==> src/rtl/if_id_queue_if.sv <==
// Fetch/decode handshake bundle for the IF/ID instruction queue.
// The master side is the pipeline (fetch + decode) and the slave side is the queue.
interface if_id_queue_if #(
  parameter int ADDR_W = 32,
  parameter int INST_W = 32,
  parameter int DEPTH  = 2
);
  localparam int CNT_W = $clog2(DEPTH) + 1;

  logic              flush;
  logic              if_valid;
  logic [ADDR_W-1:0] if_next_pc;
  logic [INST_W-1:0] if_inst;
  logic              if_ready;
  logic              id_ready;
  logic              id_valid;
  logic [ADDR_W-1:0] id_next_pc;
  logic [INST_W-1:0] id_inst;
  logic [CNT_W-1:0]  count;

  modport master (
    output flush, if_valid, if_next_pc, if_inst, id_ready,
    input  if_ready, id_valid, id_next_pc, id_inst, count
  );

  modport slave (
    input  flush, if_valid, if_next_pc, if_inst, id_ready,
    output if_ready, id_valid, id_next_pc, id_inst, count
  );
endinterface

==> src/rtl/if_id_queue.sv <==
// Circular-buffer instruction queue between fetch and decode.
// Shows a NOP (all zero) to decode whenever it is empty; flush squashes every entry.
module if_id_queue #(
  parameter int ADDR_W = 32,
  parameter int INST_W = 32,
  parameter int DEPTH  = 2
) (
  input  logic         clk,
  input  logic         rst,
  if_id_queue_if.slave q
);
  localparam int PTR_W = $clog2(DEPTH);
  localparam int CNT_W = PTR_W + 1;
  localparam logic [CNT_W-1:0] FULL = CNT_W'(DEPTH);

  logic [ADDR_W-1:0] pc_mem   [DEPTH];
  logic [INST_W-1:0] inst_mem [DEPTH];

  logic [PTR_W-1:0] wr_ptr;
  logic [PTR_W-1:0] rd_ptr;
  logic [CNT_W-1:0] count_q;

  logic not_full;
  logic not_empty;
  logic push;
  logic pop;

  assign not_full  = (count_q != FULL);
  assign not_empty = (count_q != '0);

  // No push-through when full: a same-cycle pop does not open a slot.
  assign push = q.if_valid & not_full  & ~q.flush;
  assign pop  = q.id_ready & not_empty & ~q.flush;

  assign q.if_ready   = not_full;
  assign q.id_valid   = not_empty;
  assign q.id_next_pc = not_empty ? pc_mem[rd_ptr]   : '0;
  assign q.id_inst    = not_empty ? inst_mem[rd_ptr] : '0;
  assign q.count      = count_q;

  always_ff @(posedge clk) begin
    if (rst || q.flush) begin
      wr_ptr  <= '0;
      rd_ptr  <= '0;
      count_q <= '0;
    end else begin
      if (push) wr_ptr <= wr_ptr + PTR_W'(1);
      if (pop)  rd_ptr <= rd_ptr + PTR_W'(1);
      if (push && !pop)
        count_q <= count_q + CNT_W'(1);
      else if (pop && !push)
        count_q <= count_q - CNT_W'(1);
    end
  end

  // Storage is left unreset; a write during reset is harmless since the pointers clear.
  always_ff @(posedge clk) begin
    if (push) begin
      pc_mem[wr_ptr]   <= q.if_next_pc;
      inst_mem[wr_ptr] <= q.if_inst;
    end
  end
endmodule

==> src/flat_wrapper.sv <==
// flat-port wrapper written by rule: the top's interface ports become plain ports
module if_id_queue_flat 
#(
  parameter int ADDR_W = 32,
  parameter int INST_W = 32,
  parameter int DEPTH  = 2
)
  (clk, rst, q_flush, q_if_valid, q_if_next_pc, q_if_inst, q_id_ready, q_if_ready, q_id_valid, q_id_next_pc, q_id_inst, q_count);
  if_id_queue_if #(.ADDR_W(ADDR_W), .INST_W(INST_W), .DEPTH(DEPTH)) q_i ();
  input  logic clk;
  input  logic rst;
  input wire logic [$bits(q_i.flush)-1:0] q_flush;
  input wire logic [$bits(q_i.if_valid)-1:0] q_if_valid;
  input wire logic [$bits(q_i.if_next_pc)-1:0] q_if_next_pc;
  input wire logic [$bits(q_i.if_inst)-1:0] q_if_inst;
  input wire logic [$bits(q_i.id_ready)-1:0] q_id_ready;
  output wire logic [$bits(q_i.if_ready)-1:0] q_if_ready;
  output wire logic [$bits(q_i.id_valid)-1:0] q_id_valid;
  output wire logic [$bits(q_i.id_next_pc)-1:0] q_id_next_pc;
  output wire logic [$bits(q_i.id_inst)-1:0] q_id_inst;
  output wire logic [$bits(q_i.count)-1:0] q_count;
  assign q_i.flush = q_flush;
  assign q_i.if_valid = q_if_valid;
  assign q_i.if_next_pc = q_if_next_pc;
  assign q_i.if_inst = q_if_inst;
  assign q_i.id_ready = q_id_ready;
  assign q_if_ready = q_i.if_ready;
  assign q_id_valid = q_i.id_valid;
  assign q_id_next_pc = q_i.id_next_pc;
  assign q_id_inst = q_i.id_inst;
  assign q_count = q_i.count;
  if_id_queue #(.ADDR_W(ADDR_W), .INST_W(INST_W), .DEPTH(DEPTH)) u_core (.clk(clk), .rst(rst), .q(q_i));
endmodule
==> config.mk <==
export PLATFORM = sky130hd
export DESIGN_NAME = if_id_queue_flat
export DESIGN_NICKNAME = d
export VERILOG_FILES = /design/src/rtl/if_id_queue_if.sv /design/src/rtl/if_id_queue.sv /design/src/flat_wrapper.sv
export SDC_FILE = /design/constraint.sdc
export NUM_CORES = 1
export LEC_CHECK = 0
export ABC_CLOCK_PERIOD_IN_PS = 6360
export BUFFER_PORTS_ARGS = -buffer_cell sky130_fd_sc_hd__buf_2
export CAP_MARGIN = 40
export CORE_AREA = 2 2 116 118
export DETAILED_ROUTE_END_ITERATION = 10
export DIE_AREA = 0 0 118 120
export SLEW_MARGIN = 40
export SYNTH_ARGS = -nofsm -noshare
export SYNTH_HDL_FRONTEND = slang
export SYNTH_SLANG_ARGS = --single-unit
export TNS_END_PERCENT = 50
==> constraint.sdc <==
create_clock -name clk -period 6.36 [get_ports clk]
set_clock_uncertainty 0.05 [all_clocks]
set_input_delay 0.636 -clock clk [delete_from_list [all_inputs] [get_ports clk]]
set_output_delay 0.636 -clock clk [all_outputs]
set_load 0.03 [all_outputs]
After elaboration in Yosys (flattened, before gate mapping)
Memories as Yosys holds them, arrays and structs flattened. A register that Yosys moved wholly into a read port is not among the register bits.
Index checks and enable logic that the tools add are counted.
{"block": "op_classes", "mux": 10, "bitwise": 5, "n_addsub": 4, "reduce_logical": 7, "n_eq_ne": 1}
{"op": "2-to-1 mux 32 bit", "n": 2}
{"op": "2-to-1 mux 1 bit", "n": 6}
{"op": "AND 1 bit", "n": 4}
{"op": "2-to-1 mux 2 bit", "n": 2}
{"op": "nonzero test 2 bit", "n": 2}
{"op": "adder 1 bit, second input constant", "n": 2}
{"op": "adder 2 x 1 -> 2 bit, second input constant", "n": 1}
{"op": "logical AND 1 bit", "n": 2}
{"op": "logical NOT 1 bit", "n": 2}
{"op": "!= test 2 bit, second input constant", "n": 1}
{"op": "subtractor 2 x 1 -> 2 bit, second input constant", "n": 1}
{"op": "logical OR 1 bit", "n": 1}
{"op": "NOT 1 bit", "n": 1}
{"block": "totals", "output_inout_bits": 68, "input_bits": 69, "ff_bits": 4, "memories": 2, "word_cells": 32, "ramBits": 128}
{"name": "u_core.inst_mem", "depth": 2, "word_bits": 32, "rd": 1, "rd_ports_with_merged_regs": 1, "wr": 1, "line": "if_id_queue.sv:17", "text": "logic [INST_W-1:0] inst_mem [DEPTH];"}
{"name": "u_core.pc_mem", "depth": 2, "word_bits": 32, "rd": 1, "rd_ports_with_merged_regs": 1, "wr": 1, "line": "if_id_queue.sv:16", "text": "logic [ADDR_W-1:0] pc_mem [DEPTH];"}

Depth between registers and ports, before layout
Gate-level depths: netlist of run 1.
{"block": "depth", "ltp_word": 7, "mapped_depth": 8, "ltp_nobuf": 8}

Least setup slack after synthesis of run 1
No wires, ideal clock.
{"block": "synth_timing", "kind": "reg-to-reg", "from": "reg u_core.count_q[0] (netlist: u_core.q.count[0])", "to": "mem u_core.inst_mem[1][0] (enable)", "t_required_ns": 5.731, "path_stages_with_launch": 5, "path_slack_ns": -0.020, "arrival_time_ns": 5.751, "n_path_buf": 0, "synth_period_minus_slack_ns": 6.380, "setup_ns": 0.579, "path_cell_list": "dfxtp_1 > nor2b_1 > inv_1 > nand2_1 > nor3b_1"}
{"block": "synth_via", "elab_chain_len": 5}
{"item": "start: declaration", "line": "if_id_queue.sv:21", "text": "logic [CNT_W-1:0] count_q;"}
{"item": "start signal: assignment", "line": "if_id_queue.sv:50", "text": "count_q <= count_q + CNT_W'(1);"}
{"item": "start signal: assignment", "line": "if_id_queue.sv:52", "text": "count_q <= count_q - CNT_W'(1);"}
{"item": "!= test 2 bit", "line": "if_id_queue.sv:28", "text": "assign not_full = (count_q != FULL);"}
{"item": "named net q_if_ready", "line": "flat_wrapper.sv:17", "text": "output wire logic [$bits(q_i.if_ready)-1:0] q_if_ready;"}
{"item": "AND 1 bit (2 in series)", "line": "if_id_queue.sv:32", "text": "assign push = q.if_valid & not_full & ~q.flush;"}
{"item": "2-to-1 mux 1 bit", "line": "if_id_queue.sv:58", "text": "if (push) begin"}
{"item": "2-to-1 mux 1 bit (implied by the code)", "line": "if_id_queue.sv:60", "text": "inst_mem[wr_ptr] <= q.if_inst;"}
{"item": "end: declaration", "line": "if_id_queue.sv:17"}
The timed path passes the listed nets, and every way through them passes these cells.

Worst setup path in the final report of run 1
{"block": "layout_timing", "from": "reg u_core.count_q[0] (netlist: u_core.q.count[0])", "to": "out q_id_inst[6]"}
{"block": "layout_via", "elab_chain_len": 2}
{"item": "nonzero test 2 bit", "line": "if_id_queue.sv:29", "text": "assign not_empty = (count_q != '0);"}
{"item": "2-to-1 mux 32 bit", "line": "if_id_queue.sv:38", "text": "assign q.id_inst = not_empty ? inst_mem[rd_ptr] : '0;"}
{"item": "end: declaration", "line": "flat_wrapper.sv:20", "text": "output wire logic [$bits(q_i.id_inst)-1:0] q_id_inst;"}
Every way passes these cells.

==> impl_metrics.csv, run 1 <==
group,metric,value,unit
floorplan,coreArea,13000,µm²
cells_and_area,nets,518,
sta,drv_slew,0,
pwr,leakage,2.45,nW
clocking,cts-root-buf,"clkbuf_16",
floorplan,die_area,14200,µm²
clocking,clk_path_buf_depth,2,
worst_setup_path,critPathTopFamily,"buffers and inverters",
sta,rsz0062_at_grt,"no",
clocking,cts-buffers-inserted,17,
worst_setup_path,end_kind,"output port",
global_routing,antenna_found_initial,1,
route,firstDrtPassIters,4,
route,vias,2898,
sta,post-route-min-period,2540,ps
route,routed_via_density,4.55,
worst_setup_path,startpoint_type,"register",
yosys,synthTopCellsByArea,"edfxtp_1 (76%), mux2i_1 (13%), nor2_1 (5.1%), dfxtp_1 (2.0%), buf_4 (1.0%)",
floorplan,ios,137,
yosys,netlist_area,5050,µm²
worst_setup_path,cp-startpoint,"u_core.q.count[0]$_SDFFE_PP0P_",
clocking,htree_levels,4,
route,ant_nets,0,
sta,setup_tns,0,ps
pwr,p_sw,0.000456,W
pwr,power_density,317,nW/µm²
yosys,synth_nets,370,
global_routing,grt_overflow,0,
floorplan,start_util,38.9,%
cells_and_area,drive_above_1_share,38.7,%
pwr,vdd_drop_max,0.143,mV
sta,final-hold-violation-count,0,
pwr,p_seq_share,48.2,%
sta,tightest_slew,702,ps
pwr,intPower,0.00161,W
pwr,switching_share,22.0,%
clocking,ctsHoldBuffers,0,
cells_and_area,final_util,50.4,%
place,place.gp.congestion,0.718,
floorplan,dieHeight,120,µm
worst_setup_path,crit_slowest_cell,"buf_4",
yosys,yosysTopAreaCell,"edfxtp_1",
yosys,yosysSeqAreaShare,78.1,%
global_routing,grt_first_pass_wirelength,15000,µm
worst_setup_path,required,5670,ps
floorplan,rows,42,
worst_setup_path,critical_path_arrival,1860,ps
clocking,cts_resized,0,
route,wl_per_cell,14.8,µm
clocking,cts_tree,"done",
worst_setup_path,criticalPathCategory,"register to output port",
global_routing,grt_max_degree,66,
cells_and_area,final_cell_area,6540,µm²
min_path,worstHoldStart,"q_if_inst[13]",
min_path,holdCritPathClass,"input pin to register",
route,drc,0,
yosys,ys_ff_latch,133,
pwr,clkPwrFrac,44.3,%
cells_and_area,syn_to_final_growth,29.4,%
place,placed_cell_area,5970,µm²
worst_setup_path,critPathMaxStageDelay,540,ps
worst_setup_path,crit_buf_inv,2,
clocking,insertion_delay,400,ps
route,drt_iter0_markers,157,
global_routing,grt_pass1_vias,3070,
yosys,yosys.area.top_type_share,76.1,%
cells_and_area,fin_cells,637,
pwr,power_frac_comb,7.5,%
worst_setup_path,r2r-start,"u_core.q.count[0]$_SDFFE_PP0P_",
run_status,status,"finished clean",
global_routing,grt_use_total,13.8,%
place,port_buffers,136,
clocking,path_clk_slew,60,ps
worst_setup_path,path_cells,"nor2_4 -> buf_4 -> nor2_1 -> buf_2",
route,routed_wl,9440,µm
clocking,numClockSinks,133,
sta,max_freq,393,MHz
yosys,syn_inst,300,
place,hpwl,6050,µm
yosys,ys_types,18,
floorplan,die_w,118,µm
clocking,post_cts_buffers,0,
place,dpl.cell_count,605,
yosys,yosysWarnings,0,
sta,post-route-period-util,40.0,%
sta,max_slew_margin,53.2,%
sta,setup_viol,0,
flow_run,maxCapViolations,0,
worst_setup_path,path_max_fanout,65,
yosys,avgSynthCellArea,16.8,µm²
==> per-layer routing <==
metal	track usage (%)	vias up	share of wire, %
met5	0	-	0
met4	5.87	0	0.87
met3	4.71	6	5.5
met2	23.3	82	52
met1	16.2	1405	42
li1	-	1405	-
==> final timing paths <==
path | to | slack [ps] | cells past startpoint
min | u_core.inst_mem[0][13]$_DFFE_PP_ | 370 | 1
max reg2reg | u_core.pc_mem[1][15]$_DFFE_PP_ | 4410 | 5
max | q_id_inst[6] | 3820 | 4
min reg2reg | u_core.wr_ptr$_SDFFE_PP0P_ | 460 | 2
==> flip-flops by register name (all words and copies together) (netlist names), named ones only <==
register         count
u_core.pc_mem       64
u_core.rd_ptr        1
u_core.wr_ptr        1
u_core.q.count       2
u_core.inst_mem     64
==> Yosys cell counts <==
master	count
a21oi_1	2
clkbuf_1	1
nor2_1	69
o21ai_0	3
dfxtp_1	5
inv_1	3
or3_1	2
mux2i_1	64
ha_1	1
buf_2	6
nand2_1	1
edfxtp_1	128
nor2b_1	1
xor2_1	3
nor3b_1	1
nor3_1	1
buf_4	7
or2_2	2
==> stage by stage <==
step                      power (W)  hold WS, ps  setup slack, ps
after global placement      0.00117          435             3940
after detailed placement    0.00117          456             4230
after global routing        0.00215          346             3670
final                       0.00207          369             3820
after floorplan             0.00111          415              315
after CTS                   0.00210          347             3780
==> final cells by class <==
cell class | count | area (µm²)
Clock inverter | 13 | 135
Multi-Input combinational cell | 150 | 1030
Clock buffer | 18 | 429
Sequential cell | 133 | 3950
Fill cell | 1158 | 6440
Tap cell | 176 | 220
Timing Repair Buffer | 143 | 758
Antenna cell | 1 | 2.50
Inverter | 3 | 11.3
==> power groups by stage <==
stage | combinational (W) | clock [W] | sequential, W
after floorplan | 0.0000950 | 0 | 0.00102
after global placement | 0.000150 | 0 | 0.00102
after detailed placement | 0.000158 | 0 | 0.00102
after CTS | 0.000159 | 0.000943 | 0.000998
after global routing | 0.000170 | 0.000981 | 0.00100
final | 0.000155 | 0.000916 | 0.000998
==> layout by cell type (no fill, tap or decap), types with 2 or more instances in the layout <==
cell | netlist | routed
clkbuf_16 | 0 | 17
buf_2 | 6 | 136
clkinvlp_4 | 0 | 4
buf_12 | 0 | 2
or3_1 | 2 | 2
bufinv_16 | 0 | 2
mux2i_1 | 64 | 64
inv_1 | 3 | 3
edfxtp_1 | 128 | 128
dfxtp_1 | 5 | 4
buf_4 | 7 | 5
a21oi_1 | 2 | 2
clkinv_2 | 0 | 3
clkinv_4 | 0 | 2
nor2_1 | 69 | 68
xor2_1 | 3 | 3
o21ai_0 | 3 | 3
or2_2 | 2 | 2
==> kinds of logic after synthesis <==
group | after synthesis | synth area share (%)
and+or+nand+nor | 77 | 6.07
AOI/OAI and AO/OA | 5 | 0.495
muxes | 64 | 12.7
adders and majority gates | 1 | 0.248
xor gates and xnor gates | 3 | 0.520
buffers and inverters | 17 | 1.93
DFF | 133 | 78.1
Note: power is estimated with default switching activity, not from simulation.
==> run 2: changes to the inputs <==
- ABC_CLOCK_PERIOD_IN_PS: 6360 -> 2300
- clock period: 6.36 -> 2.3 ns (I/O delays scaled with it)
==> run 2 against run 1 <==
Sequential power increased to 2.8 times the previous value. Total power rose to 2.7 times the previous value. First-iteration DRC count fell by 16%. Register-to-register slack worse by 3900 ps. Global-route usage rose by 1.0 points. Final area rose by 9.3%. Die area unchanged. Largest power group unchanged.
==> impl_metrics.csv, run 2 (same netlist as run 1, synthesis figures left out) <==
group,metric,value,unit
floorplan,rows,42,
clocking,cts-buffers-inserted,17,
route,routed_wl,9890,µm
floorplan,die_area,14200,µm²
global_routing,grt_pass1_vias,3238,
cells_and_area,nets,585,
place,dpl.cell_count,608,
cells_and_area,ff_latch_area,3960,µm²
route,wl_per_cell,14.1,µm
sta,post-route-min-period,2130,ps
clocking,numClockSinks,133,
cells_and_area,mostFrequentLayoutCell,"buf_2",
cells_and_area,syn_to_final_growth,41.5,%
place,placed_cell_area,6030,µm²
cells_and_area,num_antenna_cells,0,
sta,tightest_slew,513,ps
floorplan,ios,137,
sta,max_freq,470,MHz
worst_setup_path,startpoint_type,"register",
sta,max_slew_margin,65.8,%
floorplan,die_w,118,µm
route,ant_nets,0,
global_routing,antenna_found_initial,0,
sta,worst_hold_slack,82.0,ps
place,place.gp.congestion,0.712,
route,vias,3138,
route,drc,0,
clocking,path_clk_slew,50,ps
cells_and_area,final_cell_mix,"buf_2 (136), edfxtp_1 (128), nor2_1 (68)",
cells_and_area,final_util,55.1,%
clocking,cts_tree,"done",
pwr,leakage,2.71,nW
cells_and_area,drive_above_1_share,34.0,%
sta,final-hold-violation-count,0,
clocking,cts_resized,0,
place,port_buffers,136,
sta,post-route-period-util,92.5,%
min_path,worstHoldStart,"rst",
clocking,htree_levels,4,
flow_run,maxCapViolations,0,
global_routing,grt_use_total,14.8,%
clocking,cts-root-buf,"clkbuf_16",
global_routing,grt_overflow,0,
floorplan,start_util,38.9,%
floorplan,dieHeight,120,µm
cells_and_area,final_cell_area,7150,µm²
route,drt_iter0_markers,132,
sta,setup_viol,0,
global_routing,grt_first_pass_wirelength,15800,µm
worst_setup_path,path_max_fanout,24,
pwr,vdd_drop_max,0.601,mV
clocking,clk_path_buf_depth,2,
worst_setup_path,critical_path_arrival,1850,ps
route,routed_via_density,4.47,
sta,rsz0062_at_grt,"no",
cells_and_area,multi_input_area,1060,µm²
worst_setup_path,r2r_cells,5,
clocking,insertion_delay,400,ps
sta,drv_slew,0,
cells_and_area,fillers,1086,
min_path,holdCritPathClass,"input pin to register",
global_routing,grt_max_degree,45,
worst_setup_path,end_kind,"output port",
min_path,hold_depth,3,
worst_setup_path,r2r-start,"u_core.q.count[0]$_SDFFE_PP0P_",
sta,setup_slack,172,ps
worst_setup_path,criticalPathCategory,"register to output port",
place,dp_worst_setup_slack,522,ps
cells_and_area,fin_cells,702,
worst_setup_path,required,2020,ps
place,hpwl,5980,µm
pwr,power_density,769,nW/µm²
route,firstDrtPassIters,4,
floorplan,coreArea,13000,µm²
run_status,status,"finished clean",
==> run 2: changes by cell type in the layout (fill, tap and decap cells not counted), sizes merged, moves of 2 or more <==
cell	previous run	this run
buf	143	146
clkbuf	18	23
clkinvlp	4	1
bufinv	2	0
dlygate4sd3	0	64
==> run 2: path summary, 6_finish.rpt <==
path | slack [ps] | end
worst max-delay path | 170 | q_id_next_pc[20]
worst min-delay path | 80 | u_core.q.count[1]$_SDFFE_PP0P_
worst max register to register | 510 | u_core.q.count[1]$_SDFFE_PP0P_
worst min register to register | 460 | register
==> run 2: where the power goes <==
group          switching (W)  total [W]  internal (W)
logic               0.000306   0.000520      0.000215
registers          0.0000247    0.00277       0.00274
clock network       0.000870    0.00221       0.00134
==> run 2: layout make-up <==
cell class | instances | area share (%)
repair buffers | 210 | 19.9
well taps | 176 | 3.08
flip-flops and latches | 133 | 55.3
clock buffers | 23 | 6.27
multi-input cells | 150 | 14.8
clock inverters | 7 | 0.490
inverters | 3 | 0.193
==> run 2: what timing repair did <==
| item | in CTS | in global routing |
|---|---|---|
| endpoints found under the hold margin | 128 | 0 |
| buffers inserted | 0 | 0 |
| hold buffers | 64 | 0 |
==> run 2: worst max-delay path, stage by stage (launching register included) <==
cell	delay, ps
dfxtp_4	630
buf_4	310
mux2i_1	230
nor2_1	50
buf_2	190
==> run 2: layer usage <==
layer  wire length, µm  global-route usage (%)  vias to the layer above
met1              4180                    16.5                     1482
met2              5030                    25.5                      103
met3               561                    6.27                       12
li1                  -                       -                     1541
met5                 0                       0                        -
met4               113                    5.50                        0
==> run 2: through the flow <==
step	power, W	TNS [ps]
after floorplan	0.00308	-61850
after global placement	0.00325	0
after detailed placement	0.00326	0
after CTS	0.00559	0
after global routing	0.00574	0
final	0.00550	0
